## config.mk

```make
export PLATFORM = sky130hd
export DESIGN_NAME = mem_port_arbiter
export DESIGN_NICKNAME = d
export VERILOG_FILES = /design/src/rtl/mem_port_arbiter_pkg.sv /design/src/rtl/mem_port_arbiter_pick.sv /design/src/rtl/mem_port_arbiter.sv
export SDC_FILE = /design/constraint.sdc
export NUM_CORES = 1
export LEC_CHECK = 0
export CORE_ASPECT_RATIO = 0.9
export CORE_UTILIZATION = 35
export CTS_BUF_LIST = sky130_fd_sc_hd__clkbuf_8
export DETAILED_ROUTE_END_ITERATION = 6
export PLACE_DENSITY = 0.71
export SETUP_SLACK_MARGIN = 0.2
export SYNTH_ARGS = -nofsm -noshare
export SYNTH_HDL_FRONTEND = slang
export SYNTH_SLANG_ARGS = --single-unit
```

## constraint.sdc

```tcl
create_clock -name clk -period 2.73 [get_ports clk]
set_input_delay 0.546 -clock clk [delete_from_list [all_inputs] [get_ports clk]]
set_output_delay 0.546 -clock clk [all_outputs]
set_load 0.01 [all_outputs]
```

## src/rtl/mem_port_arbiter_pkg.sv

```systemverilog
// Shared types for the memory port arbiter: FSM states, transaction owner,
// and default widths used by the top level and the pick sub-module.
package mem_port_arbiter_pkg;

    typedef enum logic [1:0] {
        ARB_IDLE = 2'd0,
        ARB_REQ  = 2'd1,
        ARB_WAIT = 2'd2,
        ARB_RESP = 2'd3
    } arb_state_t;

    typedef enum logic {
        OWN_I = 1'b0,
        OWN_D = 1'b1
    } arb_owner_t;

    localparam int unsigned ARB_ADDR_W       = 32;
    localparam int unsigned ARB_DATA_W       = 32;
    localparam int unsigned ARB_MASK_W       = ARB_DATA_W / 8;
    localparam int unsigned ARB_MAX_D_STREAK = 4;

endpackage

```

## src/rtl/mem_port_arbiter_pick.sv

```systemverilog
// Combinational winner selection between the fetch (I) and data (D) sides.
// D normally wins a contested cycle; once D has taken MAX_D_STREAK contested
// grants in a row, I is forced through so fetch cannot starve.
module mem_arb_pick
    import mem_port_arbiter_pkg::*;
#(
    parameter int MAX_D_STREAK = 4,
    parameter int CNT_W        = 3
) (
    input  logic             i_req,
    input  logic             d_req,
    input  logic [CNT_W-1:0] d_streak,
    output logic             grant_valid,
    output arb_owner_t       grant_owner
);

    localparam logic [CNT_W-1:0] STREAK_MAX = CNT_W'(MAX_D_STREAK);

    // Pick the winner: D unless I is also waiting and D has used up its streak.
    always_comb begin
        grant_valid = i_req | d_req;
        grant_owner = OWN_I;
        if (d_req && (!i_req || (d_streak < STREAK_MAX))) begin
            grant_owner = OWN_D;
        end
    end

endmodule

```

## src/rtl/mem_port_arbiter.sv

```systemverilog
// Shares one variable-latency memory port between the fetch and data stages.
// One transaction is outstanding at a time; all outputs are registered.
//
// Handshakes: a requester raises *_req with its fields stable and holds them
// until its one-cycle *_ack pulse. Towards memory, mem_req is held with stable
// fields until the cycle where mem_req & mem_gnt; exactly one mem_rvalid
// follows in a later cycle. Requests are only looked at while idle, so a req
// still high during the ack cycle is treated as a fresh request.
module mem_port_arbiter
    import mem_port_arbiter_pkg::*;
#(
    parameter int ADDR_W       = ARB_ADDR_W,
    parameter int DATA_W       = ARB_DATA_W,
    parameter int MASK_W       = ARB_MASK_W,
    parameter int MAX_D_STREAK = ARB_MAX_D_STREAK
) (
    input  logic              clk,
    input  logic              reset,
    input  logic              i_req,
    input  logic [ADDR_W-1:0] i_addr,
    output logic [DATA_W-1:0] i_rdata,
    output logic              i_ack,
    input  logic              d_req,
    input  logic              d_we,
    input  logic [MASK_W-1:0] d_wmask,
    input  logic [ADDR_W-1:0] d_addr,
    input  logic [DATA_W-1:0] d_wdata,
    output logic [DATA_W-1:0] d_rdata,
    output logic              d_ack,
    output logic              mem_req,
    output logic              mem_we,
    output logic [MASK_W-1:0] mem_wmask,
    output logic [ADDR_W-1:0] mem_addr,
    output logic [DATA_W-1:0] mem_wdata,
    input  logic              mem_gnt,
    input  logic              mem_rvalid,
    input  logic [DATA_W-1:0] mem_rdata
);

    localparam int CNT_W = $clog2(MAX_D_STREAK + 1);
    localparam logic [CNT_W-1:0] STREAK_MAX = CNT_W'(MAX_D_STREAK);

    arb_state_t        state_q, state_d;
    arb_owner_t        owner_q, owner_d;
    logic [CNT_W-1:0]  streak_q, streak_d;
    logic              mem_req_q, mem_req_d;
    logic              mem_we_q, mem_we_d;
    logic [MASK_W-1:0] mem_wmask_q, mem_wmask_d;
    logic [ADDR_W-1:0] mem_addr_q, mem_addr_d;
    logic [DATA_W-1:0] mem_wdata_q, mem_wdata_d;
    logic [DATA_W-1:0] i_rdata_q, i_rdata_d;
    logic [DATA_W-1:0] d_rdata_q, d_rdata_d;
    logic              i_ack_q, i_ack_d;
    logic              d_ack_q, d_ack_d;

    logic              grant_valid;
    arb_owner_t        grant_owner;

    mem_arb_pick #(
        .MAX_D_STREAK (MAX_D_STREAK),
        .CNT_W        (CNT_W)
    ) u_pick (
        .i_req       (i_req),
        .d_req       (d_req),
        .d_streak    (streak_q),
        .grant_valid (grant_valid),
        .grant_owner (grant_owner)
    );

    // Next-state logic: arbitrate in IDLE, hold the memory request until
    // granted, capture the response for the owner, then pulse its ack.
    always_comb begin
        state_d     = state_q;
        owner_d     = owner_q;
        streak_d    = streak_q;
        mem_req_d   = mem_req_q;
        mem_we_d    = mem_we_q;
        mem_wmask_d = mem_wmask_q;
        mem_addr_d  = mem_addr_q;
        mem_wdata_d = mem_wdata_q;
        i_rdata_d   = i_rdata_q;
        d_rdata_d   = d_rdata_q;
        i_ack_d     = 1'b0;
        d_ack_d     = 1'b0;

        case (state_q)
            ARB_IDLE: begin
                if (grant_valid) begin
                    state_d   = ARB_REQ;
                    owner_d   = grant_owner;
                    mem_req_d = 1'b1;
                    if (grant_owner == OWN_D) begin
                        mem_we_d    = d_we;
                        mem_wmask_d = d_wmask;
                        mem_addr_d  = d_addr;
                        mem_wdata_d = d_wdata;
                        // Only contested D grants count towards the streak.
                        if (i_req && (streak_q != STREAK_MAX)) begin
                            streak_d = streak_q + CNT_W'(1);
                        end
                    end else begin
                        // Fetch is read-only: never let store fields leak out.
                        mem_we_d    = 1'b0;
                        mem_wmask_d = '0;
                        mem_addr_d  = i_addr;
                        mem_wdata_d = '0;
                        streak_d    = '0;
                    end
                end
            end
            ARB_REQ: begin
                // A response in the grant cycle itself is not accepted.
                if (mem_gnt) begin
                    state_d   = ARB_WAIT;
                    mem_req_d = 1'b0;
                end
            end
            ARB_WAIT: begin
                if (mem_rvalid) begin
                    state_d = ARB_RESP;
                    if (owner_q == OWN_D) begin
                        d_rdata_d = mem_rdata;
                        d_ack_d   = 1'b1;
                    end else begin
                        i_rdata_d = mem_rdata;
                        i_ack_d   = 1'b1;
                    end
                end
            end
            ARB_RESP: begin
                state_d = ARB_IDLE;
            end
            default: begin
                state_d = ARB_IDLE;
            end
        endcase
    end

    // State and output registers; reset abandons any transaction in flight.
    always_ff @(posedge clk or negedge reset) begin
        if (!reset) begin
            state_q     <= ARB_IDLE;
            owner_q     <= OWN_I;
            streak_q    <= '0;
            mem_req_q   <= 1'b0;
            mem_we_q    <= 1'b0;
            mem_wmask_q <= '0;
            mem_addr_q  <= '0;
            mem_wdata_q <= '0;
            i_rdata_q   <= '0;
            d_rdata_q   <= '0;
            i_ack_q     <= 1'b0;
            d_ack_q     <= 1'b0;
        end else begin
            state_q     <= state_d;
            owner_q     <= owner_d;
            streak_q    <= streak_d;
            mem_req_q   <= mem_req_d;
            mem_we_q    <= mem_we_d;
            mem_wmask_q <= mem_wmask_d;
            mem_addr_q  <= mem_addr_d;
            mem_wdata_q <= mem_wdata_d;
            i_rdata_q   <= i_rdata_d;
            d_rdata_q   <= d_rdata_d;
            i_ack_q     <= i_ack_d;
            d_ack_q     <= d_ack_d;
        end
    end

    assign mem_req   = mem_req_q;
    assign mem_we    = mem_we_q;
    assign mem_wmask = mem_wmask_q;
    assign mem_addr  = mem_addr_q;
    assign mem_wdata = mem_wdata_q;
    assign i_rdata   = i_rdata_q;
    assign d_rdata   = d_rdata_q;
    assign i_ack     = i_ack_q;
    assign d_ack     = d_ack_q;

endmodule

```

Yosys cells after proc, flatten, opt, wreduce, memory -nomap -nowiden --
Cells that the tools add are included.
Operators by class: bitwise logic cells 2, $lt $le $gt $ge 1, shifts and indexed selects 0, reductions and logical operators 12, div/mod/pow operators 0, multipliers 0, mux-type cells 20, eq/ne operators 8, $add $sub $neg 1
Operator list (number):
- $mux 32 | 2
- $reduce_and 3->1 | 5
- $mux 1 | 10
- $pmux 2 s4 | 1
- $mux 2 | 3
- $mux 3 | 2
- $ne 2x2->1 const B | 3
- $eq 2x2->1 const B | 2
- $mux 4 | 1
- $add 3x1->3 const B | 1
- $lt 3x3->1 const B | 1
- $ne 3x3->1 const B | 1
- $eq 2x1->1 const B | 1
- $logic_and 1x1->1 | 2
- $logic_not 2->1 | 1
- $ne 2x1->1 const B | 1
- $pmux 1 s2 | 1
- $reduce_and 2->1 | 1
- $reduce_bool 2->1 | 1
- $logic_not 1->1 | 1
- $logic_or 1x1->1 | 1
- $not 1->1 | 1
- $or 1x1->1 | 1
Storage, ports and cells: memories 0, word-level logic and storage cells 56, ROM bits 0, input bits 139, register bits 142, output and inout bits 136, bits in latches 0, RAM bits 0

Longest topological paths before layout --
Gate-level depths: netlist (run 1).
word-level depth 6, depth in mapped cells 8, gate-level depth less buffers 5

Modules after synthesis --
Synthesis (run 1) repeated with hierarchy kept, for this count alone.
Unflattened totals: cells, all modules 488, area total of the unflattened synthesis 5788.1 um^2
By module, submodules not included:
- mem_port_arbiter | cells each 486, area an instance 5774.3 um^2, times used 1, sequential area each 3553.4 um^2
- mem_arb_pick | cells each 2, area an instance 13.8 um^2, times used 1, sequential area each 0.0 um^2

Worst setup path after synthesis (run 1) --
No wires, ideal clock.
path type input-to-reg, from in i_req, to reg state_q[1], setup time 0.125 ns, stages 4, arrival 1.416 ns, required time 2.605 ns, path buffers 1, path slack 1.190 ns, cells stage by stage buf_2 -> nor2_1 -> a222oi_1 -> mux2_2
On the way: cells in the longest elaborated chain, start to end 3
Ends and longest elaborated chain:
- start: declaration | line mem_port_arbiter.sv:19 | input logic i_req,
- $or 1x1->1 | line mem_port_arbiter_pick.sv:21 | grant_valid = i_req | d_req;
- $ne 2x2->1 (no source line)
- $reduce_and 3->1 (no source line)
- end signal: assignment | line mem_port_arbiter.sv:155 | state_q <= state_d;
- end: declaration | line mem_port_arbiter.sv:43 | arb_state_t state_q, state_d;
No other way between the ends. A chain may end at the register's enable or synchronous reset.

Final worst setup path (run 1) --
from reg mem_req_q, in the netlist mem_req, to out mem_req
RTL lines:
- start: declaration | line mem_port_arbiter.sv:46 | logic mem_req_q, mem_req_d;
- start signal: assignment | line mem_port_arbiter.sv:158 | mem_req_q <= mem_req_d;
- end: declaration | line mem_port_arbiter.sv:30 | output logic mem_req,
No word-level cell between the ends.

==> results of run 1 <==
==> logic make-up (layout without fill, tap and decap cells) <==
logic type / count (synthesis) / after routing / share of synthesized area
muxes: 65 / 65 / 0.131
DFF: 142 / 142 / 0.635
AOI/OAI and AO/OA: 114 / 114 / 0.134
buffers and inverters: 38 / 326 / 0.0338
adders and majority gates: 6 / 6 / 0.0134
and+or+nand+nor: 75 / 75 / 0.0530
==> per-stage QoR <==
step                utilization  std cells  hold WS (ps)
detailed placement        0.553        898           490
CTS                       0.581        930          90.4
global placement          0.553        898           487
floorplan                     -        440           250
global route              0.581        930           120
finish                    0.581        930          89.3
==> worst register-to-register path: stages (launching register included) <==
cell and delay, ps:
dfrtp_1 400, inv_1 110, ha_1 360, inv_1 140, nor2_4 120, buf_4 370, a22o_1 240
==> cell usage in the layout, fill, tap and decap left out, types with 2 or more instances in the layout <==
| cell type | instances |
|---|---|
| a21oi_1 | 65 |
| a22o_1 | 38 |
| buf_12 | 3 |
| buf_4 | 8 |
| bufinv_16 | 3 |
| clkbuf_8 | 17 |
| clkdlybuf4s50_1 | 273 |
| clkinv_4 | 3 |
| clkinvlp_4 | 2 |
| dfrtp_1 | 142 |
| ha_1 | 6 |
| inv_1 | 9 |
| inv_6 | 4 |
| inv_8 | 3 |
| mux2_2 | 65 |
| nand2_1 | 38 |
| nor2_1 | 33 |
| o21ai_0 | 3 |
==> how the worst min path moves through the flow <==
| stage | start | depth (start not counted) | to |
|---|---|---|---|
| finish | reset | 1 | i_rdata[5] |
| detailed placement | mem_wdata[18] | 1 | mem_wdata[18] |
| global placement | mem_wdata[30] | 1 | mem_wdata[30] |
| global route | reset | 1 | i_rdata[8] |
| floorplan | reset | 0 | d_ack |
| CTS | reset | 1 | d_rdata[5] |
==> metal layers <==
metal / up-vias / part of all wire
met5: - / 0
met4: 0 / 0.017
met3: 19 / 0.063
met2: 174 / 0.51
met1: 2228 / 0.41
li1: 2096 / -
==> synthesized netlist by cell type (all sizes together) (4+ instances only) <==
master,number,area share
a21oi,65,0.058
a22o,38,0.060
buf,17,0.020
clkbuf,12,0.0081
dfrtp,142,0.64
ha,6,0.013
inv,9,0.0060
mux2,65,0.13
nand2,38,0.026
nor2,34,0.024
o21ai,4,0.0043
==> power breakdown <==
part           switching, uW  leakage [uW]  total (uW)  internal (uW)
Sequential               534       0.00171        3640           3110
Clock                    895      0.000214        1830            937
Combinational           1860       0.00194        4600           2730
==> flip-flops by register name, indices dropped and copies added, names as in the netlist <==
| register | flops |
|---|---|
| i_rdata | 32 |
| mem_wdata | 32 |
| i_ack | 1 |
| d_ack | 1 |
| state_q | 2 |
| mem_addr | 32 |
| owner_q | 1 |
| mem_wmask | 4 |
| streak_q | 3 |
| mem_req | 1 |
| mem_we | 1 |
| d_rdata | 32 |
==> area by class of cell <==
cell class	instances	area, sq um
fillers	1232	6490
flip-flops and latches	142	3550
repair buffers	285	2860
multi-input cells	260	1860
well taps	202	253
clock buffers	17	234
clock inverters	15	200
inverters	9	33.8
==> metrics.txt, run 1 <==
drt wl/cell=16.7 microns; CP startpoint=mem_req; CTS root buffer=clkbuf_8; CTS Buffer Depth=2; Critical Path, Cell by Cell=clkdlybuf4s50_1; Hold Crit Class=input pin to asynchronous set/reset pin; grt ovf=0; status=complete, no violations; critical path endpoint=mem_req; leakage=0.00386 uW; Distinct cells, synth=24; Post-Syn Instances=440; largest net degree at the start of global routing=67; via count=4517; post-place setup slack=526 ps; CP startpoint kind=flip-flop; antenna diode count=0; clk slew on worst S/H paths=80 ps; design area=9000 sq um; RSZ-0062 raised after global routing=false; gr usage total=0.191; critical path arrival=1390 ps; Final min period=1940 ps; clock skew=12.2 ps; internal reg-to-reg setup slack=940 ps; CP required=2180 ps; drt first pass iters=4; maximum VDD drop=0.544 mV; max_cap viols=0; Most Used Layer, Global Route=met2; setup tns final=0 ps; final hold violation count=0; clk_lat worst skew=440 ps; 1st-iter DRT viols=161; Max-slew headroom=0.583; IO Port Bufs=274; crit path capture type=output port; final WL=15600 microns; DP Wirelength=11100 microns; FF-to-FF Start=state_q[0]; row cnt=43; initial antenna violation count=0; max-slew violation count=0; Area growth syn-to-layout=60.9%; R2R cell count=6; Die Wd=135 microns; CP max stage cell=clkdlybuf4s50_1; CTS HTree Levels=4; initial cell density of the core=0.361; Post-synth EDFFs=0; met1 usage=0.224; GRT met3 Usage=0.0499; Crit Path Category=flip-flop to output port; met2 usage=0.335; vias in the first global route=4637; Slew @ Worst Pin=626 ps; fraction of final layout cells sized beyond drive strength 1=0.155; final clock period utilization by the worst path=0.710; antenna viol nets, final=0; routability cong.=0.755; Post-CTS Hold Buffers=0; postcts setup bufs=0; Mean Syn Cell Area=12.7 sq um; die height=122 microns; I/O pin count=275; Post-synth top flop=dfrtp_1; synth warn=0; family with the most delay on the worst path=buffers and inverters; DR vias/cell=4.86; Finish-stage setup viols=0; cts repair resizes=0; clock sink count=142; final worst setup slack=791 ps; die area=16500 sq um; CP peak stage delay=590 ps; critical path buffer and inverter count=1; Total Power=10100 uW; syn nets=585; Max FO, Critical Path=3; mapped cell area=5590 sq um; FMAX=0.516 GHz; Worst path depth=1; CTS buffer count=17; Pwr Density=1120 nW/um^2; DRC=0; CTS tree=done; end of the worst register-to-register path=mem_wdata[0]; FF+latch count, synth=142; dpl cell area=8570 sq um; Synth async-reset ratio=1.00; first-pass GRT wire length=24100 microns; core footprint=15500 sq um; proportion of synthesized chip area in sequential cells=0.635; Nets=860
(Power assumes the default switching activity.)
==> run 2, diff against run 1 <==
==> constraint.sdc (replaced) <==
create_clock -name clk -period 2 [get_ports clk]
set_input_delay 0.4 -clock clk [delete_from_list [all_inputs] [get_ports clk]]
set_output_delay 0.4 -clock clk [all_outputs]
set_load 0.01 [all_outputs]
==> run 2 against run 1 <==
Net effect:
- die area did not move
- power up 31%
- sequential share of layout area is 0.99 points lower
- critical path depth unchanged
- global-route usage hardly changed
- register-to-register slack lost 580 ps
- worst setup slack lost 530 ps
- hold slack improved by 390 ps
- clock skew is 3.3 ps lower
- critical path type unchanged
- largest cell class unchanged
- highest routed layer unchanged
==> metrics.txt, run 2 (synthesis results as in run 1) <==
critical path arrival=1340 ps (-50 ps); Finish-stage setup viols=0 (unchanged); CP required=1600 ps (-580 ps); hold slack final=476 ps (+387 ps); Final min period=1740 ps; antenna diode count=0 (unchanged); final WL=15700 microns (+0.73%); DR vias/cell=4.82 (-0.75%); grt ovf=0 (unchanged); critical path buffer and inverter count=1 (unchanged); FMAX=0.576 GHz; 1st-iter DRT viols=182 (+13%); CTS HTree Levels=4 (unchanged); setup tns final=0 ps (unchanged); Max FO, Critical Path=2 (-1); Reg area=3550 sq um (unchanged); part of the power in registers=0.374 (+0.012); Crit Path Category=flip-flop to output port; max-slew violation count=0 (unchanged); fraction of final layout cells sized beyond drive strength 1=0.156 (+0.000305); CP peak stage delay=540 ps (-50 ps); final hold violation count=0 (unchanged); antenna viol nets, final=0 (unchanged); postcts setup bufs=0 (unchanged); vias in the first global route=4522 (-2.5%); CTS root buffer=clkbuf_8; DRC=0 (unchanged); die area=16500 sq um (unchanged); Critical Path, Cell by Cell=clkdlybuf4s50_1; routability cong.=0.748 (-0.89%); core footprint=15500 sq um (unchanged); first-pass GRT wire length=23900 microns (-0.78%); max_cap viols=0 (unchanged); drt first pass iters=6 (+2); drt wl/cell=16.8 microns (+0.19%); area of the multi-input gates=1860 sq um (unchanged); CTS tree=done; CP startpoint kind=flip-flop; commonest non-fill, non-tap cell in the layout=clkdlybuf4s50_1; family with the most delay on the worst path=buffers and inverters; CTS buffer count=17 (unchanged); initial cell density of the core=0.361 (unchanged); # fillers=1243 (+0.89%); clock skew=8.94 ps (-3.30 ps); via count=4507 (-0.22%); largest net degree at the start of global routing=70 (+4.5%); most frequent cells in the layout=clkdlybuf4s50_1 (194), dfrtp_1 (142), dlymetal6s2s_1 (74), mux2_2 (65), a21oi_1 (65); CTS Buffer Depth=2 (unchanged); leakage=0.00466 uW (+21%); clock group share of total power=0.162 (-0.020); combinational power share=0.464 (+0.008); clk_lat worst skew=430 ps (about the same); I/O pin count=275 (unchanged); die height=122 microns (unchanged); IO Port Bufs=274 (unchanged); Hold Crit Class=input pin to asynchronous set/reset pin; CP max stage cell=clkdlybuf4s50_1; gr usage total=0.191 (-0.000494); maximum VDD drop=0.681 mV (+25%); Switch Pwr=4330 uW (+32%); Nets=865 (+0.58%); clk slew on worst S/H paths=80 ps (about the same); Area growth syn-to-layout=65.1%; P_int=8890 uW (+31%); Net Sw Frac=0.328 (+0.000668); crit path capture type=output port; status=complete, no violations; RSZ-0062 raised after global routing=false; final worst setup slack=263 ps (-528 ps); initial antenna violation count=0 (unchanged); Pwr Density=1430 nW/um^2 (+28%); Die Wd=135 microns (unchanged); clock sink count=142 (unchanged); row cnt=43 (unchanged); final clock period utilization by the worst path=0.868; Util after Layout=0.596 (+0.0149); DP Wirelength=11200 microns (+0.96%); post-place setup slack=21.9 ps (-504 ps); Slew @ Worst Pin=530 ps (-95.7 ps); Max-slew headroom=0.647 (+0.0638)
[run 2: changes by cell type in the layout (fill, tap and decap cells not counted), sizes merged]
cell,before,now
bufinv,3,1
buf,12,16
dlygate4sd3,0,1
clkinv,3,4
clkinvlp,2,3
clkbuf,17,20
clkdlybuf4s50,273,194
inv,16,13
dlymetal6s2s,0,74
dlygate4sd2,0,5
[run 2: layout make-up]
class / count / area share
Clock buffer: 20 / 0.0298
Multi-Input combinational cell: 260 / 0.202
Sequential cell: 142 / 0.385
Clock inverter: 12 / 0.0104
Timing Repair Buffer: 290 / 0.342
Tap cell: 202 / 0.0274
Inverter: 9 / 0.00366
[run 2: stage by stage]
step	power, uW	cell area [sq um]	instances
floorplan	7730	5590	440
global placement	11200	8670	902
detailed placement	11400	8670	902
CTS	13600	9050	935
global route	14100	9230	935
finish	13200	9230	935
[run 2: routing by layer]
| layer | routed length [microns] | vias to the layer above | GRT usage | share of wire |
|---|---|---|---|---|
| met4 | 238 | 0 | 0.0625 | 0.015 |
| met5 | 0 | - | 0 | 0 |
| met1 | 6350 | 2228 | 0.226 | 0.41 |
| li1 | - | 2096 | - | - |
| met3 | 1070 | 17 | 0.0587 | 0.068 |
| met2 | 8010 | 166 | 0.329 | 0.51 |
[run 2: path summary, 6_finish.rpt]
check	start	end	slack, ps	cells past startpoint
max in group asynchronous	reset	i_rdata[25]	920	3
max	mem_wdata[26]	mem_wdata[26]	260	1
min in group clk	i_addr[25]	mem_addr[25]	500	3
min	reset	d_rdata[5]	480	2
min reg2reg	i_rdata[9]	i_rdata[9]	500	1
max reg2reg	state_q[0]	i_rdata[16]	360	5
[run 2: power groups by stage]
stage	Combinational, uW	Sequential, uW	Clock (uW)
floorplan	2160	5570	0
global placement	6270	4950	0
detailed placement	6420	5010	0
CTS	6410	4970	2220
global route	6630	5100	2340
finish	6140	4940	2140
[run 2: what timing repair did]
item,4_1_cts,5_1_grt
setup endpoints to repair,5,74
gates resized for setup,5,74
hold endpoints to repair,49,0
hold buffers,1,0
